[src/rtl/panda_pulse_pkg.sv]
// Shared constants and FSM state type for the panda_pulse delay/stretch stage.
package panda_pulse_pkg;

    localparam int unsigned DELAY_MIN  = 3;
    localparam int unsigned WIDTH_MIN  = 1;
    localparam logic [31:0] MISSED_MAX = 32'hFFFF_FFFF;

    typedef enum logic {
        IDLE  = 1'b0,
        PULSE = 1'b1
    } state_t;

endpackage

[src/rtl/panda_pulse_fifo.sv]
// Show-ahead synchronous FIFO holding absolute target timestamps of pending pulses.
module panda_pulse_fifo #(
    parameter int DEPTH = 16,
    parameter int W     = 32
) (
    input  logic         clk_i,
    input  logic         reset_i,
    input  logic         flush,
    input  logic         push,
    input  logic [W-1:0] push_data,
    input  logic         pop,
    output logic [W-1:0] head,
    output logic         empty,
    output logic         full
);

    localparam int AW = $clog2(DEPTH);

    logic [W-1:0] mem [DEPTH];
    logic [AW:0]  wr_ptr_reg;
    logic [AW:0]  rd_ptr_reg;

    // Pointers carry one extra wrap bit so full and empty can be told apart.
    always_ff @(posedge clk_i or negedge reset_i) begin
        if (!reset_i) begin
            wr_ptr_reg <= '0;
            rd_ptr_reg <= '0;
        end else if (flush) begin
            wr_ptr_reg <= '0;
            rd_ptr_reg <= '0;
        end else begin
            if (push) wr_ptr_reg <= wr_ptr_reg + 1'b1;
            if (pop)  rd_ptr_reg <= rd_ptr_reg + 1'b1;
        end
    end

    always_ff @(posedge clk_i) begin
        if (push && !flush) mem[wr_ptr_reg[AW-1:0]] <= push_data;
    end

    assign head  = mem[rd_ptr_reg[AW-1:0]];
    assign empty = (wr_ptr_reg == rd_ptr_reg);
    assign full  = (wr_ptr_reg[AW] != rd_ptr_reg[AW]) &&
                   (wr_ptr_reg[AW-1:0] == rd_ptr_reg[AW-1:0]);

endmodule

[src/rtl/panda_pulse.sv]
// Re-emits each rising edge of inp_i as a pulse of programmable DELAY and WIDTH,
// queueing absolute target timestamps so closely spaced edges are all reproduced.
module panda_pulse
    import panda_pulse_pkg::*;
#(
    parameter int FIFO_DEPTH = 16,
    parameter int TS_W       = 32
) (
    input  logic            clk_i,
    input  logic            reset_i,
    input  logic            inp_i,
    input  logic            rst_i,
    output logic            out_o,
    output logic            perr_o,
    input  logic [TS_W-1:0] DELAY,
    input  logic [TS_W-1:0] WIDTH,
    input  logic            FORCE_RST,
    output logic [31:0]     MISSED_CNT,
    output logic            ERR_OVERFLOW,
    output logic            ERR_PERIOD
);

    logic            inp_d_reg;
    logic            rst_d_reg;
    logic [TS_W-1:0] ts_reg;
    logic [TS_W-1:0] since_reg;
    logic [TS_W-1:0] wcnt_reg;
    state_t          state_reg;
    logic            out_reg;
    logic            err_ov_reg;
    logic            err_per_reg;
    logic [31:0]     missed_reg;

    logic [TS_W-1:0] delay_eff;
    logic [TS_W-1:0] width_eff;
    logic [TS_W-1:0] fifo_head;
    logic            fifo_empty;
    logic            fifo_full;
    logic            inp_event;
    logic            blk_rst;
    logic            pop;
    logic            full_drop;
    logic            close_drop;
    logic            accept;
    logic            drop;

    assign delay_eff = (DELAY < TS_W'(DELAY_MIN)) ? TS_W'(DELAY_MIN) : DELAY;
    assign width_eff = (WIDTH == '0) ? TS_W'(WIDTH_MIN) : WIDTH;

    assign inp_event = inp_i & ~inp_d_reg;
    assign blk_rst   = (rst_i & ~rst_d_reg) | FORCE_RST;

    // A pop in the same cycle frees a slot, so a full queue can still accept.
    assign pop        = !fifo_empty && (fifo_head == ts_reg) && !blk_rst;
    assign full_drop  = fifo_full && !pop;
    assign close_drop = (since_reg <= width_eff);
    assign accept     = inp_event && !blk_rst && !full_drop && !close_drop;
    assign drop       = inp_event && !blk_rst && (full_drop || close_drop);

    panda_pulse_fifo #(
        .DEPTH (FIFO_DEPTH),
        .W     (TS_W)
    ) u_fifo (
        .clk_i     (clk_i),
        .reset_i   (reset_i),
        .flush     (blk_rst),
        .push      (accept),
        .push_data (ts_reg + delay_eff),
        .pop       (pop),
        .head      (fifo_head),
        .empty     (fifo_empty),
        .full      (fifo_full)
    );

    always_ff @(posedge clk_i or negedge reset_i) begin
        if (!reset_i) begin
            inp_d_reg <= 1'b0;
            rst_d_reg <= 1'b0;
            ts_reg    <= '0;
            since_reg <= '1;
        end else begin
            inp_d_reg <= inp_i;
            rst_d_reg <= rst_i;
            ts_reg    <= ts_reg + TS_W'(1);
            if (blk_rst)
                since_reg <= '1;
            else if (accept)
                since_reg <= TS_W'(1);
            else if (since_reg != '1)
                since_reg <= since_reg + TS_W'(1);
        end
    end

    // A head that matches mid-pulse restarts the pulse so the queue never stalls
    // on a target that has already gone by.
    always_ff @(posedge clk_i or negedge reset_i) begin
        if (!reset_i) begin
            state_reg <= IDLE;
            out_reg   <= 1'b0;
            wcnt_reg  <= '0;
        end else if (blk_rst) begin
            state_reg <= IDLE;
            out_reg   <= 1'b0;
            wcnt_reg  <= '0;
        end else begin
            case (state_reg)
                IDLE: begin
                    if (pop) begin
                        out_reg   <= 1'b1;
                        wcnt_reg  <= width_eff;
                        state_reg <= PULSE;
                    end
                end
                PULSE: begin
                    if (pop) begin
                        wcnt_reg <= width_eff;
                    end else if (wcnt_reg == TS_W'(1)) begin
                        out_reg   <= 1'b0;
                        state_reg <= IDLE;
                    end else begin
                        wcnt_reg <= wcnt_reg - TS_W'(1);
                    end
                end
                default: begin
                    out_reg   <= 1'b0;
                    state_reg <= IDLE;
                end
            endcase
        end
    end

    always_ff @(posedge clk_i or negedge reset_i) begin
        if (!reset_i) begin
            err_ov_reg  <= 1'b0;
            err_per_reg <= 1'b0;
            missed_reg  <= '0;
        end else if (blk_rst) begin
            err_ov_reg  <= 1'b0;
            err_per_reg <= 1'b0;
            missed_reg  <= '0;
        end else if (drop) begin
            if (full_drop)  err_ov_reg  <= 1'b1;
            if (close_drop) err_per_reg <= 1'b1;
            if (missed_reg != MISSED_MAX) missed_reg <= missed_reg + 32'd1;
        end
    end

    assign out_o        = out_reg;
    assign perr_o       = err_ov_reg | err_per_reg;
    assign ERR_OVERFLOW = err_ov_reg;
    assign ERR_PERIOD   = err_per_reg;
    assign MISSED_CNT   = missed_reg;

endmodule

[config.mk]
export PLATFORM = sky130hd
export DESIGN_NAME = panda_pulse
export DESIGN_NICKNAME = d
export VERILOG_FILES = /design/src/rtl/panda_pulse_pkg.sv /design/src/rtl/panda_pulse_fifo.sv /design/src/rtl/panda_pulse.sv
export SDC_FILE = /design/constraint.sdc
export NUM_CORES = 1
export LEC_CHECK = 0
export CORE_UTILIZATION = 39
export CTS_CLUSTER_SIZE = 24
export DETAILED_ROUTE_END_ITERATION = 7
export SLEW_MARGIN = 20
export SYNTH_ARGS = -nofsm -noshare
export SYNTH_HDL_FRONTEND = slang
export SYNTH_HIERARCHICAL = 1
export SYNTH_SLANG_ARGS = --single-unit
[constraint.sdc]
create_clock -name clk_i -period 14.85 [get_ports clk_i]
set_input_delay 2.2275 -clock clk_i [delete_from_list [all_inputs] [get_ports clk_i]]
set_output_delay 2.2275 -clock clk_i [all_outputs]
set_load 0.01 [all_outputs]
=== Word level (Yosys, flattened, before mapping) ===
Memory sizes are Yosys's and may differ from the RTL's.
Index checks and enable logic that the tools add are counted.

* Memories: 1
* Register bits: 144
* Output and inout port bits: 36
* Memory bits (writable): 512

* $add $sub $neg: 7
* Bitwise operators: 7
* Equal/unequal tests: 11
* Mux-type cells: 35
* Reduce and logical (&&, ||, !) cells: 28
* Magnitude comparators: 2

{| class="wikitable"
|+ Memories
! memory !! depth !! bits a word !! read ports !! clocked after Yosys merged registers in !! write ports !! RTL line !! text
|-
| u_fifo.mem || 16 || 32 || 1 || 0 || 1 || panda_pulse_fifo.sv:19 || <nowiki>logic [W-1:0] mem [DEPTH];</nowiki>
|}

{| class="wikitable"
|+ Operators by type and width
! cell !! count
|-
| two-way mux 32 bit || 12
|-
| adder 32 x 1 -> 32 bit, second input constant || 3
|-
| inequality test 32 bit, second input constant || 2
|-
| one-hot mux 32 bit (2 select lines) || 1
|-
| adder 32 bit || 1
|-
| equality test 32 x 1 -> 1 bit, second input constant || 1
|-
| equality test 32 bit || 1
|-
| <= comparator 32 bit || 1
|-
| zero test 32 bit || 1
|-
| < comparator 32 x 2 -> 1 bit, second input constant || 1
|-
| subtractor 32 x 1 -> 32 bit, second input constant || 1
|-
| two-way mux 5 bit || 4
|-
| two-way mux 1 bit || 16
|-
| nonzero test 2 bit || 6
|-
| adder 5 x 1 -> 5 bit, second input constant || 2
|-
| logical AND 1 bit || 9
|-
| AND reduction 2 bit || 4
|-
| inequality test 3 x 2 -> 1 bit, second input constant || 2
|-
| equality test 5 bit || 1
|-
| zero test 1 bit || 5
|-
| equality test 4 bit || 1
|-
| inequality test 4 x 3 -> 1 bit, second input constant || 1
|-
| one-hot mux 1 bit (2 select lines) || 2
|-
| inequality test 3 x 1 -> 1 bit, second input constant || 1
|-
| other kinds (7) || 11
|}

=== Logic depth before layout (Yosys ltp) ===
* Depth in word-level cells: 13
* Gate-level depth with buffers: 17
* Mapped depth without buffers: 15

=== By module ===
The synthesis kept the hierarchy.

{| class="wikitable"
|+ Modules (own cells, without submodules)
! module !! area each (µm²) !! times used !! sequential area each (µm²) !! cells each
|-
| panda_pulse_fifo || 20254.4 || 1 || 15625.0 || 1005
|-
| panda_pulse || 10121.0 || 1 || 3393.3 || 1222
|}

=== Worst setup path after synthesis ===
Ideal clock, no wire load.

* Path type: input port to flip-flop
* Start point: in WIDTH[25]
* End point: mem u_fifo.mem[0][0] (enable)
* Arrival time: 6.620 ns
* Setup slack: 7.769 ns
* Setup time: 0.461 ns
* Required time: 14.389 ns
* Cell stages on the path: 13
* Path through: nor4_1 -> nand4_1 -> o21bai_1 -> ha_1 -> nand4_1 -> nor3_1 -> a2bb2oi_1 -> nand3_1 -> nor2_1 -> buf_2 -> nor2b_1 -> nand2_1 -> nor3_1

* Word-level cells in the longest chain between the ends: 8

{| class="wikitable"
|+ Ends and longest elaborated chain
! item !! RTL line !! text
|-
| start, declared || panda_pulse.sv:16 || <nowiki>input logic [TS_W-1:0] WIDTH,</nowiki>
|-
| zero test 32 bit || panda_pulse.sv:48 || <nowiki>assign width_eff = (WIDTH == '0) ? TS_W'(WIDTH_MIN) : WIDTH;</nowiki>
|-
| two-way mux 32 bit * || panda_pulse.sv:48 ||
|-
| <= comparator 32 bit * || panda_pulse.sv:56 || <nowiki>assign close_drop = (since_reg <= width_eff);</nowiki>
|-
| zero test 1 bit * || panda_pulse.sv:57 || <nowiki>assign accept = inp_event && !blk_rst && !full_drop && !close_drop;</nowiki>
|-
| logical AND 1 bit * || panda_pulse.sv:57 ||
|-
| via accept || panda_pulse.sv:44 || <nowiki>logic accept;</nowiki>
|-
| logical AND 1 bit * || panda_pulse_fifo.sv:38 || <nowiki>if (push && !flush) mem[wr_ptr_reg[AW-1:0]] <= push_data;</nowiki>
|-
| two-way mux 1 bit * || panda_pulse_fifo.sv:38 ||
|-
| two-way mux 1 bit (not written as such) * || panda_pulse_fifo.sv:38 ||
|-
| end, declared || panda_pulse_fifo.sv:19 ||
|}

Mark *: on every way through the listed nets, which the timed path passes. The rest lies on a longest branch.

=== Worst setup path in the final report ===
* Start point: in DELAY[30]
* End point: mem u_fifo.mem[13][30], data pin

* Word-level cells in the longest chain between the ends: 3

{| class="wikitable"
|+ Ends and longest elaborated chain
! item !! RTL line !! text
|-
| start, declared || panda_pulse.sv:15 || <nowiki>input logic [TS_W-1:0] DELAY,</nowiki>
|-
| < comparator 32 x 2 -> 1 bit || panda_pulse.sv:47 || <nowiki>assign delay_eff = (DELAY < TS_W'(DELAY_MIN)) ? TS_W'(DELAY_MIN) : DELAY;</nowiki>
|-
| two-way mux 32 bit * || panda_pulse.sv:47 ||
|-
| adder 32 bit * || panda_pulse.sv:68 || <nowiki>.push_data (ts_reg + delay_eff),</nowiki>
|}

Mark *: on every way between the ends. The rest lies on a longest branch, timed or not.

==> impl_results.md <==
- Fill cell instance count of the final layout: 6,746
- Number of unique standard cell types used by synthesis: 77
- Area Growth Syn to Fin: 15.30%
- Number of enable-type register cells in the synthesized netlist: 512
- Commonest register cell after synthesis: sky130_fd_sc_hd__edfxtp_1
- Count of inserted antenna diode cells: 0
- Routed Wire Length: 80,150 um
- Critical path start-end classification: input port to flop
- Residual antenna-violating net count after detailed routing: 0
- Via count: 19,500
- Final number of max-transition violations: 0
- Source-to-sink clock delay at the later pin of the worst-skew pair: 630 ps
- Placer's final routability congestion estimate: 0.8414
- CTS tree: done
- Critical Path Start Type: input port
- Share of flip-flops with an asynchronous set or reset: 0.2195
- Clock-pin slew on the worst setup and hold paths: 60 ps
- Seq/Total Area, Yosys: 0.6261
- Chip Width: around 280 um
- Most frequently used cell type in the post-synthesis netlist: sky130_fd_sc_hd__edfxtp_1
- Number of flip-flops in the largest register: 512
- Count of input and output buffers: around 100
- RSZ-0062 raised after global routing: false
- Largest net degree at the start of global routing: 122
- # resized after CTS: 0
- Site row count: 101
- Number of placed instances with taps included: 3,278
- Ports placed on the boundary: 105
- Maximum achievable frequency: about 130 MHz
- Leakage power summed over all cells: 0.01213 uW
- Number of warnings reported in the yosys synthesis log: 6
- Final HPWL from detailed placement: 49,610 um
- Syn Inst Count: 2,227
- Number of global-route vias before repair: 19,090
- Setup total negative slack: 0 ps
- Status: completed
- Post-CTS Hold Fix Bufs: 0
- Slew of the pin with the lowest slew margin: 1068 ps
- Worst relative slew slack: 0.2831
- Overall power: 4127 uW
- Wire length of the first global-routing pass: about 120,000 um
- Number of levels in the clock H-tree: 3
- Clock root buffer: sky130_fd_sc_hd__clkbuf_16
- Layout Cells excl Fill: approximately 3,400
- Register bit total from synthesis: 656
- Power density normalized to cell area: 117.8 nW/um^2
- Main area contributors after synthesis: sky130_fd_sc_hd__edfxtp_1, sky130_fd_sc_hd__dfrtp_1, sky130_fd_sc_hd__mux4_2
- Worst setup slack before clock tree synthesis: 6780 ps
- Top cell type by total area after synthesis: sky130_fd_sc_hd__edfxtp_1
- Synthesized area divided by synthesized cell count: 13.64 um^2
- Final number of setup-violating endpoints: 0
- Total number of clock tree sinks: 656
- Die Footprint: roughly 80,000 um^2
- Core region area: approximately 76,000 um^2
- Final worst-path cycle share: 0.5173
- Arrival time at the worst endpoint: 7930 ps
- Min cycle time layout: slightly below 8000 ps
- Per-cell routed wire length: 23.51 um
- Post-CTS Setup Repair Bufs: 0
- 1st-pass router iterations: 5
- Layout cells sized above 1: 0.1610
- Post-synth design cell area: 30,380 um^2
- Final worst slack: 7168 ps
- Number of nets in the layout: roughly 2,500
- Initial Utilization: 0.3973
- Number of max-cap violations: 0
- Number of DRC violations after detailed-routing iteration 0: 1,812
- Chip height: 281.1 um
- Net count after synthesis: 2,370
- Global routing usage summed across all routing layers: 0.2039
- Tightest Hold Check Type: flop to flop
- Yosys top cell area share: 0.5062
- Initial antenna violation count: 0
- Worst clock skew on the final layout: 38.23 ps
- Data required time of the worst path: 15,100 ps
- Inserted Clock Buffers: a little over 70
- Worst vdd ir: about 87 uV
- Register-to-register path setup slack: approximately 7500 ps
- Commonest cells post-synth: sky130_fd_sc_hd__edfxtp_1, sky130_fd_sc_hd__nor2_1, sky130_fd_sc_hd__a21oi_1, sky130_fd_sc_hd__dfrtp_1, sky130_fd_sc_hd__o21ai_0
- Number of endpoints with negative hold slack in the final report: 0
- Via density per instance: 5.721
- DRC errors left: 0
- Deepest clock path buffer count: 3
- Gr ovfl total: 0
- CP max FO: 16
- Crit path capture type: flop
layout by cell type, fill, tap and decap left out, types with 73 or more instances in the layout:
master | Yosys | layout
sky130_fd_sc_hd__dfrtp_1 | 112 | 108
sky130_fd_sc_hd__mux2i_1 | 77 | 77
sky130_fd_sc_hd__ha_1 | 73 | 73
sky130_fd_sc_hd__clkdlybuf4s50_1 | 0 | 103
sky130_fd_sc_hd__clkbuf_16 | 0 | 73
sky130_fd_sc_hd__o21ai_0 | 90 | 89
sky130_fd_sc_hd__nand2_1 | 81 | 81
sky130_fd_sc_hd__nor2_1 | 185 | 170
sky130_fd_sc_hd__a21oi_1 | 114 | 113
sky130_fd_sc_hd__edfxtp_1 | 512 | 512
final timing paths:
check / from / end / cells after the start
min in group asynchronous: reset_i / wcnt_reg[23] / 1
min reg2reg: ERR_PERIOD / ERR_PERIOD / 1
max in group asynchronous: reset_i / MISSED_CNT[10] / 2
max: DELAY[30] / u_fifo/mem[13][30] / 17
max reg2reg: u_fifo/rd_ptr_reg[0] / u_fifo/mem[8][31] / 16
min: ERR_PERIOD / ERR_PERIOD / 1
cell families (layout without fill, tap and decap cells):
| family | Yosys count | after routing | share of synthesized area |
|---|---|---|---|
| flip-flops | 656 | 656 | 0.6261 |
| AND/OR/NAND/NOR | 569 | 569 | 0.09350 |
| AO/OA/AOI/OAI | 395 | 395 | 0.08506 |
| XOR/XNOR | 130 | 130 | 0.03748 |
| buffers and inverters | 198 | 350 | 0.03056 |
| adder cells (fa/ha/maj) | 74 | 74 | 0.03073 |
| multiplexers | 205 | 205 | 0.09655 |
worst max-delay path, stage by stage:
cell and delay [ps]:
sky130_fd_sc_hd__clkdlybuf4s50_1 470, sky130_fd_sc_hd__nor4_1 710, sky130_fd_sc_hd__buf_4 240, sky130_fd_sc_hd__nand4_1 180
sky130_fd_sc_hd__nor2_1 170, sky130_fd_sc_hd__or2_2 170, sky130_fd_sc_hd__ha_1 180, sky130_fd_sc_hd__inv_1 60
sky130_fd_sc_hd__fa_1 400, sky130_fd_sc_hd__nor2b_1 180, sky130_fd_sc_hd__o211ai_1 110, sky130_fd_sc_hd__a21boi_0 460
sky130_fd_sc_hd__o2111a_1 380, sky130_fd_sc_hd__nor2_1 170, sky130_fd_sc_hd__o31ai_1 710, sky130_fd_sc_hd__a41oi_1 240
sky130_fd_sc_hd__xnor2_1 860
stage by stage:
stage	hold WS (ps)	util	area (um^2)
after floorplan	461.3	-	30380
after global placement	481.0	0.4259	32560
after detailed placement	507.8	0.4263	32590
after CTS	518.9	0.4570	34940
after global routing	536.1	0.4581	35020
final	520.1	0.4581	35020
report_power, final:
part           switching (uW)  internal, uW  total, uW
clock                     740          1030       1770
combinational             170           118        288
sequential               32.9          2030       2070
cell type report:
type                    instances  area [um^2]  share of cell area
flip-flops and latches        656        19030              0.5434
multi-input cells            1373        10690              0.3052
clock buffers                  90         1931             0.05512
repair buffers                153         1423             0.04062
well taps                    1030         1289             0.03680
clock inverters                41        414.1             0.01182
inverters                      66        247.7            0.007073
metal layers:
layer	global-route usage	share of wire	vias to the layer above
li1	-	-	8739
met1	0.2875	0.44	10000
met2	0.3326	0.48	671
met3	0.02943	0.062	92
met4	0.04596	0.020	0
met5	0	0	-
Power figures use the tool's default switching activity.
